**src/rtl/rv_ctrl_pkg.sv**
```systemverilog
// rtl/rv_ctrl_pkg.sv - shared encodings for the RV32I control sequencers
package rv_ctrl_pkg;

    localparam logic [6:0] OP_R      = 7'b0110011;
    localparam logic [6:0] OP_I      = 7'b0010011;
    localparam logic [6:0] OP_LOAD   = 7'b0000011;
    localparam logic [6:0] OP_STORE  = 7'b0100011;
    localparam logic [6:0] OP_BRANCH = 7'b1100011;
    localparam logic [6:0] OP_JAL    = 7'b1101111;
    localparam logic [6:0] OP_LUI    = 7'b0110111;

    localparam logic [2:0] ST_IDLE   = 3'd0;
    localparam logic [2:0] ST_FETCH  = 3'd1;
    localparam logic [2:0] ST_DECODE = 3'd2;
    localparam logic [2:0] ST_EXEC   = 3'd3;
    localparam logic [2:0] ST_MEM    = 3'd4;
    localparam logic [2:0] ST_WB     = 3'd5;
    localparam logic [2:0] ST_TRAP   = 3'd6;

    localparam logic [1:0] ALU_ADD   = 2'd0;
    localparam logic [1:0] ALU_SUB   = 2'd1;
    localparam logic [1:0] ALU_FUNCT = 2'd2;
    localparam logic [1:0] ALU_PASSB = 2'd3;

    localparam logic [1:0] PC_PLUS4  = 2'd0;
    localparam logic [1:0] PC_ALUOUT = 2'd1;
    localparam logic [1:0] PC_HOLD   = 2'd2;

    localparam logic [1:0] WB_ALU    = 2'd0;
    localparam logic [1:0] WB_MDR    = 2'd1;
    localparam logic [1:0] WB_PC4    = 2'd2;

    typedef enum logic [2:0] {
        CLS_ALU,
        CLS_LUI,
        CLS_LOAD,
        CLS_STORE,
        CLS_BRANCH,
        CLS_JAL,
        CLS_ILLEGAL
    } instr_class_e;

    function automatic logic [7:0] sat_inc8(input logic [7:0] v);
        return (v == 8'hFF) ? v : v + 8'd1;
    endfunction

endpackage

```
**src/rtl/mc_opcode_decode.sv**
```systemverilog
// rtl/mc_opcode_decode.sv - opcode to instruction class, flags anything unsupported
module mc_opcode_decode
    import rv_ctrl_pkg::*;
(
    input  logic [6:0]   opcode,
    output instr_class_e cls,
    output logic         illegal
);

    always_comb begin
        case (opcode)
            OP_R, OP_I: cls = CLS_ALU;
            OP_LUI:     cls = CLS_LUI;
            OP_LOAD:    cls = CLS_LOAD;
            OP_STORE:   cls = CLS_STORE;
            OP_BRANCH:  cls = CLS_BRANCH;
            OP_JAL:     cls = CLS_JAL;
            default:    cls = CLS_ILLEGAL;
        endcase
    end

    assign illegal = (cls == CLS_ILLEGAL);

endmodule

```
**src/rtl/mc_control_fsm.sv**
```systemverilog
// rtl/mc_control_fsm.sv - multicycle RV32I control sequencer with memory timeout trap
module mc_control_fsm
    import rv_ctrl_pkg::*;
#(
    parameter int unsigned MEM_TIMEOUT = 15
) (
    input  logic       clk,
    input  logic       rst,
    input  logic [6:0] opcode,
    input  logic       branch_taken,
    input  logic       mem_ready,
    output logic       mem_req,
    output logic       mem_we,
    output logic       pc_load,
    output logic       ir_load,
    output logic       mdr_load,
    output logic       ab_load,
    output logic       alu_load,
    output logic       rf_we,
    output logic [1:0] pc_src,
    output logic [1:0] alu_op,
    output logic [1:0] wb_sel,
    output logic       trap
);

    localparam logic [7:0] TIMEOUT_LIM = 8'(MEM_TIMEOUT);

    logic [2:0]   state;
    logic [2:0]   state_nxt;
    logic [7:0]   wait_cnt;
    logic [7:0]   wait_cnt_nxt;
    logic [7:0]   wait_inc;
    logic         timed_out;
    instr_class_e cls;
    logic         illegal;

    mc_opcode_decode u_decode (
        .opcode  (opcode),
        .cls     (cls),
        .illegal (illegal)
    );

    assign wait_inc  = sat_inc8(wait_cnt);
    assign timed_out = (wait_inc >= TIMEOUT_LIM);

    always_comb begin
        state_nxt    = state;
        wait_cnt_nxt = wait_cnt;
        mem_req      = 1'b0;
        mem_we       = 1'b0;
        pc_load      = 1'b0;
        ir_load      = 1'b0;
        mdr_load     = 1'b0;
        ab_load      = 1'b0;
        alu_load     = 1'b0;
        rf_we        = 1'b0;
        pc_src       = PC_PLUS4;
        alu_op       = ALU_ADD;
        wb_sel       = WB_ALU;
        trap         = 1'b0;

        case (state)
            ST_IDLE: state_nxt = ST_FETCH;
            ST_FETCH: begin
                mem_req = 1'b1;
                if (mem_ready) begin
                    ir_load   = 1'b1;
                    pc_load   = 1'b1;
                    state_nxt = ST_DECODE;
                end else begin
                    wait_cnt_nxt = wait_inc;
                    if (timed_out) state_nxt = ST_TRAP;
                end
            end
            // ALUOut captures PC+imm here so EXEC can jump without another add
            ST_DECODE: begin
                ab_load   = 1'b1;
                alu_load  = 1'b1;
                state_nxt = illegal ? ST_TRAP : ST_EXEC;
            end
            ST_EXEC: begin
                case (cls)
                    CLS_ALU: begin
                        alu_load  = 1'b1;
                        alu_op    = ALU_FUNCT;
                        state_nxt = ST_WB;
                    end
                    CLS_LUI: begin
                        alu_load  = 1'b1;
                        alu_op    = ALU_PASSB;
                        state_nxt = ST_WB;
                    end
                    CLS_LOAD, CLS_STORE: begin
                        alu_load  = 1'b1;
                        state_nxt = ST_MEM;
                    end
                    CLS_BRANCH: begin
                        alu_op    = ALU_SUB;
                        pc_load   = branch_taken;
                        pc_src    = branch_taken ? PC_ALUOUT : PC_HOLD;
                        state_nxt = ST_FETCH;
                    end
                    CLS_JAL: begin
                        alu_load  = 1'b1;
                        pc_load   = 1'b1;
                        pc_src    = PC_ALUOUT;
                        state_nxt = ST_WB;
                    end
                    default: state_nxt = ST_TRAP;
                endcase
            end
            ST_MEM: begin
                mem_req = 1'b1;
                mem_we  = (cls == CLS_STORE);
                if (mem_ready) begin
                    mdr_load  = (cls == CLS_LOAD);
                    state_nxt = (cls == CLS_LOAD) ? ST_WB : ST_FETCH;
                end else begin
                    wait_cnt_nxt = wait_inc;
                    if (timed_out) state_nxt = ST_TRAP;
                end
            end
            ST_WB: begin
                rf_we     = 1'b1;
                wb_sel    = (cls == CLS_LOAD) ? WB_MDR :
                            (cls == CLS_JAL)  ? WB_PC4 : WB_ALU;
                state_nxt = ST_FETCH;
            end
            ST_TRAP: trap = 1'b1;
            default: state_nxt = ST_TRAP;
        endcase

        // every fresh memory access starts its timeout window from zero
        if ((state_nxt == ST_FETCH || state_nxt == ST_MEM) && state_nxt != state)
            wait_cnt_nxt = 8'd0;
    end

    always_ff @(posedge clk or negedge rst) begin
        if (!rst) begin
            state    <= ST_IDLE;
            wait_cnt <= 8'd0;
        end else begin
            state    <= state_nxt;
            wait_cnt <= wait_cnt_nxt;
        end
    end

endmodule

```
**config.mk**
```make
export PLATFORM = sky130hd
export DESIGN_NAME = mc_control_fsm
export DESIGN_NICKNAME = d
export VERILOG_FILES = /design/src/rtl/rv_ctrl_pkg.sv /design/src/rtl/mc_opcode_decode.sv /design/src/rtl/mc_control_fsm.sv
export SDC_FILE = /design/constraint.sdc
export NUM_CORES = 1
export LEC_CHECK = 0
export CELL_PAD_IN_SITES_DETAIL_PLACEMENT = 1
export CELL_PAD_IN_SITES_GLOBAL_PLACEMENT = 2
export CORE_MARGIN = 2
export CORE_UTILIZATION = 28
export DETAILED_ROUTE_END_ITERATION = 10
export PLACE_DENSITY_LB_ADDON = 0.3
export SLEW_MARGIN = 10
export SYNTH_ARGS = -nofsm -noshare
export SYNTH_HDL_FRONTEND = slang
export SYNTH_SLANG_ARGS = --single-unit
```
**constraint.sdc**
```tcl
create_clock -name clk -period 2.5 [get_ports clk]
set_input_delay 0.5 -clock clk [delete_from_list [all_inputs] [get_ports clk]]
set_output_delay 0.5 -clock clk [all_outputs]
set_load 0.02 [all_outputs]
```
==> metrics.txt <==
f_max just over 0.4 GHz; initial antenna violation count 0; Tightest Hold Check Type flip-flop to flip-flop; clock sinks 11; WHS 0.559 ns; Slew Limit Fails 0; NetSw approximately 0.00054 W; Worst-path clk slew 0.06 ns; Max clock buf depth 2; DRT antenna net count 0; ant diodes 0; clock skew 0.00629 ns; switching share of total power 0.419; Wirelength per Cell between 15 and 20 um; CTS tree yes; Worst EP arrival between 1.5 and 2 ns; vias post-DR 1291; IO Pins 26; DRT Pass-1 Iters 4; Fill cells between 400 and 500; crit-path cells clkdlybuf4s50_1 > nand2b_4 > buf_4 > o21ai_0 > nor4b_1 > clkdlybuf4s15_1; Die W 66.5 um; M1 wire length 1580 um; I/O Buffers 25; Worst path max stage delay 0.44 ns; Layout Nets 210; Reg power frac 0.181; Clock power frac 0.140; Power per Cell Area 761 nW/um2; Post-DP Area 1630 um2; final worst-path cycle share 0.983; Synth async-reset ratio 1.00; Max Cap Viol 0; Final HPWL DP 2950 um; First DRT Iteration DRCs 73; Die Span Y roughly 66 um; internal power 0.000753 W; vias in the first global route 1351; Crit path required time 2.00 ns; Setup crit end kind primary output; metal3 WL around 100 um; Synth Register Bits 11; DRC viols 0; first-pass GRT wire length 6400 um; Clk Tree Root Cell clkbuf_8; Post-Route WL 3710 um; RSZ-0062 raised after global routing yes; metal2 WL between 2000 and 2500 um; Worst Setup Start Kind primary input; Worst-Margin Slew 0.537 ns; Num CTS Buffers 3; number of flops mapped to enable cells by yosys 0; final setup fails 0; highest metal used met4; clk_lat worst skew 0.24 ns; Rel. slew slack 0.641; Post-synth top flop dfrtp_1; peak supply drop between 0.0002 and 0.0003 V; synthesized cell area 1090 um2; Starting Density 0.294; vias per cell 5.27; Logic pwr share 0.679; htree depth 1; gp weighted congestion 0.807; GR Overflow Total 0; GRT Total Usage 0.189; critical path's slowest cell clkdlybuf4s50_1; Rows 22; sequential area share after synthesis 0.252; min cycle time layout 2.46 ns; Leakage around 0.79 nW; R2R cell count 8; share of cells above drive strength 1 0.315; Synth-to-Final Area Change 56.0%; post-synth net total 154; final hold viol count 0; status complete, no violations; post-synthesis instance total between 100 and 150; WS Path Type primary input to primary output; Die ar. 4420 um2; Yosys cell types 45; Mean Syn Cell Area 7.69 um2; Worst Path Max Fanout 3; largest net degree at the start of global routing 17; Hold Path Stages 1; YS warnings 0; core area 3720 um2; post-route cell area 1700 um2
==> power by group through the flow <==
stage	Combinational (W)	Sequential (W)	Clock, W
final	0.000880	0.000235	0.000182
after global routing	0.000976	0.000238	0.000195
after CTS	0.000885	0.000234	0.000192
after detailed placement	0.000883	0.000238	0
after global placement	0.000862	0.000234	0
after floorplan	0.000464	0.000240	0
==> sequential cells by signal (all words and copies together), names as in the netlist <==
name      count
state         3
wait_cnt      8
==> cell type report <==
class / count / area, um2 / area share
Multi-Input combinational cell: 119 / 820 / 0.481
Timing Repair Buffer: 60 / 493 / 0.289
Tap cell: 48 / 60.1 / 0.0352
Inverter: 3 / 11.3 / 0.00661
Clock buffer: 4 / 45.0 / 0.0264
Sequential cell: 11 / 275 / 0.162
==> routing by layer <==
| metal | up-vias | GRT usage |
|---|---|---|
| li1 | 634 | - |
| met1 | 634 | 0.219 |
| met2 | 21 | 0.364 |
| met3 | 2 | 0.0270 |
| met4 | 0 | 0.0383 |
| met5 | - | 0 |
==> logic make-up after synthesis <==
group,count (synthesis),synth area share
multiplexers,3,0.0275
adder cells (fa/ha/maj),1,0.0115
AND/OR/NAND/NOR,79,0.414
AO/OA/AOI/OAI,35,0.235
buffers and inverters,12,0.0527
flip-flops,11,0.252
XOR/XNOR,1,0.00802
==> Yosys cell counts, drive strengths merged (3+ instances only) <==
cell,count,share of area
nor2,18,0.062
nand2,13,0.045
dfrtp,11,0.25
o21ai,11,0.050
nor3,8,0.057
a21oi,7,0.032
nand2b,7,0.040
buf,5,0.029
and3,4,0.023
clkbuf,4,0.014
nor2b,4,0.023
and2,3,0.017
and4,3,0.024
inv,3,0.010
mux2i,3,0.027
nand3,3,0.014
nand4,3,0.017
or3,3,0.017
==> what timing repair did <==
item                       4_1_cts  5_1_grt
pin swaps                        4        1
resized for setup               54        9
buffers inserted                 2        0
hold buffers                     0        0
setup endpoints to repair       10        7
==> critical path: cells and delay by family <==
kind / cells / cell delay, ns
simple gates: 2 / 0.40
compound gates: 1 / 0.12
buf+inv: 3 / 0.93
==> per-stage QoR <==
step / power, W / util / setup TNS [ns] / setup slack (ns) / instances
after floorplan: 0.000704 / - / 0 / 0.0458 / 142
after global placement: 0.00110 / 0.437 / -5.11 / -0.553 / 239
after detailed placement: 0.00112 / 0.437 / -5.97 / -0.616 / 239
after CTS: 0.00131 / 0.452 / 0 / 0.00244 / 245
after global routing: 0.00141 / 0.459 / -0.0343 / -0.0343 / 245
final: 0.00130 / 0.459 / 0 / 0.0436 / 245
==> layout by cell type (no fill, tap or decap), drive strengths merged, types with 3 or more instances in the layout <==
master         count
clkdlybuf4s50      7
dfrtp             11
and4               3
nand3              3
and2               3
nand2b             7
nand2             13
o21ai             11
a21oi              7
nor2b              4
or3                3
clkbuf             5
inv                3
buf               43
mux2i              3
and3               4
nor3               8
dlygate4sd2        5
nand4              3
dlymetal6s2s       3
nor2              18
==> final timing paths <==
check / from / slack [ns] / endpoint
setup reg to reg: wait_cnt[1] / 0.25 / wait_cnt[4]
min in group asynchronous: rst / 0.61 / state[2]
max in group asynchronous: rst / 1.53 / wait_cnt[0]
hold reg to reg: wait_cnt[2] / 0.56 / wait_cnt[2]
setup / recovery: opcode[4] / 0.04 / alu_op[0]
hold / removal: wait_cnt[2] / 0.56 / wait_cnt[2]
No activity file was read; power rests on OpenSTA's default activity.
==> edit: new RTL, same settings <==
Reset style: synchronous (`rst`), changed in one clocked block.
--- a/src/rtl/mc_control_fsm.sv
+++ b/src/rtl/mc_control_fsm.sv
@@ -135,7 +135,7 @@
             wait_cnt_nxt = 8'd0;
     end
 
-    always_ff @(posedge clk or negedge rst) begin
+    always_ff @(posedge clk) begin
         if (!rst) begin
             state    <= ST_IDLE;
             wait_cnt <= 8'd0;
Function: differs if rst is asserted again (counterexample within 4 cycles, from zero or initial values and one cycle with rst low); with rst held inactive, the same outputs for 10 cycles.
==> edit against the original RTL <==
  * Largest cell class unchanged
  * Wire length up 7.8%
  * Largest power group unchanged
  * Maximum frequency is 0.15% higher
  * Cell count up 4.9%
  * Sequential power fell by 4%
  * Worst setup slack improved by 0.0036 ns
  * Critical path depth rose by 4
  * Sequential cell count unchanged
  * Total power rose by 2.0%
  * Die area rose by 1.4%
  * Highest routed layer unchanged
  * Final area grew 3.2%
  * Clock skew is 0.0013 ns lower
  * Synthesized area grew 1.5%
==> edit: results (changes against the original RTL) <==
.. list-table::
   :header-rows: 1

   * - Metric
     - Value
   * - Run status
     - complete, no violations (unchanged)
   * - Pin count of the biggest net entering global routing
     - 14 (was 17)
   * - Most common library cells after synthesis
     - sky130_fd_sc_hd__nor2_1 (21), sky130_fd_sc_hd__dfxtp_1 (11), sky130_fd_sc_hd__inv_1 (10), sky130_fd_sc_hd__nand2_1 (10), sky130_fd_sc_hd__nor3_1 (10) (was sky130_fd_sc_hd__nor2_1 (18), sky130_fd_sc_hd__nand2_1 (13), sky130_fd_sc_hd__dfrtp_1 (11), sky130_fd_sc_hd__o21ai_0 (11))
   * - Proportion of register bits with asynchronous set or reset after synthesis
     - 0 (was 1.000)
   * - Number of library cell types mapped by synthesis
     - 51 (was 45)
   * - Worst-case hold path end point
     - wait_cnt[6] (was wait_cnt[2])
   * - Combined global-route utilization of all metal layers
     - 0.1933 (was 0.1889)
   * - Ys flop type
     - sky130_fd_sc_hd__dfxtp_1 (was sky130_fd_sc_hd__dfrtp_1)
   * - Area share of fa/ha/maj cells after synthesis
     - 0.01129 (was 0.01145)
   * - Destination of the critical timing path
     - wait_cnt[7] (was alu_op[0])
   * - Proportion of synthesized chip area in sequential cells
     - 0.1986 (was 0.2520)
   * - Fraction of synthesized area in multiplexers
     - 0.02709 (was 0.02749)
   * - Critical register-to-register path startpoint
     - wait_cnt[1] (unchanged)
   * - Worst-path cell with the longest stage delay
     - sky130_fd_sc_hd__nor4_4 (was sky130_fd_sc_hd__clkdlybuf4s50_1)
   * - Total half-perimeter wirelength after legalization and detailed placement
     - 3088 µm (was 2954 µm)
   * - Post-synth net total
     - 165 (was 154)
   * - Worst endpoint data arrival time
     - 2.62 ns (was 1.96 ns)
   * - Number of vias per cell
     - 5.374 (was 5.269)
   * - Cell types with the largest area share after synthesis
     - sky130_fd_sc_hd__dfxtp_1 (20%), sky130_fd_sc_hd__nor2_1 (7.1%), sky130_fd_sc_hd__nor3_1 (4.5%) (was sky130_fd_sc_hd__dfrtp_1 (25%), sky130_fd_sc_hd__nor2_1 (6.2%), sky130_fd_sc_hd__o21ai_0 (5.0%))
   * - Fraction of final layout cells sized beyond drive strength 1
     - 0.3541 (was 0.3147)
   * - # nets final
     - 222 (was 210)
   * - Delay-heaviest family, CP
     - simple AND/OR/NAND/NOR gates (was buffers and inverters)
   * - Maximum net fanout on the critical path
     - 6 (was 3)
   * - Worst hold stages
     - 2 (was 1)
   * - Count of instances resized after the clock tree is built
     - 48 (was 54)
edit: cell count changes in the layout (fill, tap and decap cells not counted), moves of 3 or more:
cell                             delta
sky130_fd_sc_hd__nor3_1             +4
sky130_fd_sc_hd__inv_1              +7
sky130_fd_sc_hd__nor4_1             +3
sky130_fd_sc_hd__nand2_1            -3
sky130_fd_sc_hd__and4_1             -3
sky130_fd_sc_hd__a211oi_2           +4
sky130_fd_sc_hd__a22oi_1            +3
sky130_fd_sc_hd__dfrtp_1           -11
sky130_fd_sc_hd__dlygate4sd2_1      +3
sky130_fd_sc_hd__dlymetal6s2s_1     -3
sky130_fd_sc_hd__dfxtp_1           +11
sky130_fd_sc_hd__and3_1             -3
sky130_fd_sc_hd__o21ai_0            -9
edit: layout make-up:
type | count | area (µm²)
inverters | 10 | 37.54
clock buffers | 4 | 45.04
well taps | 48 | 60.06
flip-flops and latches | 11 | 220.2
repair buffers | 60 | 470.5
multi-input cells | 124 | 924.6
fillers | 472 | 1986
edit: per-layer routing:
metal	routed length [µm]	GRT usage
met5	0	0
met4	42	0.06378
met3	120	0.02027
met1	1685	0.2215
met2	2151	0.3675
edit: worst reg2reg max path: stages (launching register included):
cell and delay [ns]:
sky130_fd_sc_hd__dfxtp_1 0.40, sky130_fd_sc_hd__ha_2 0.28, sky130_fd_sc_hd__xor2_1 0.11, sky130_fd_sc_hd__a41oi_2 0.27, sky130_fd_sc_hd__a211oi_2 0.12, sky130_fd_sc_hd__nor4_4 0.37
sky130_fd_sc_hd__mux2i_2 0.31, sky130_fd_sc_hd__o21ai_4 0.13, sky130_fd_sc_hd__buf_4 0.16, sky130_fd_sc_hd__a211oi_2 0.13
edit: report_power, final:
group | switching (µW) | total [µW] | internal [µW]
Sequential | 21.5 | 226 | 205
Clock | 76.3 | 189 | 113
Combinational | 493 | 907 | 413
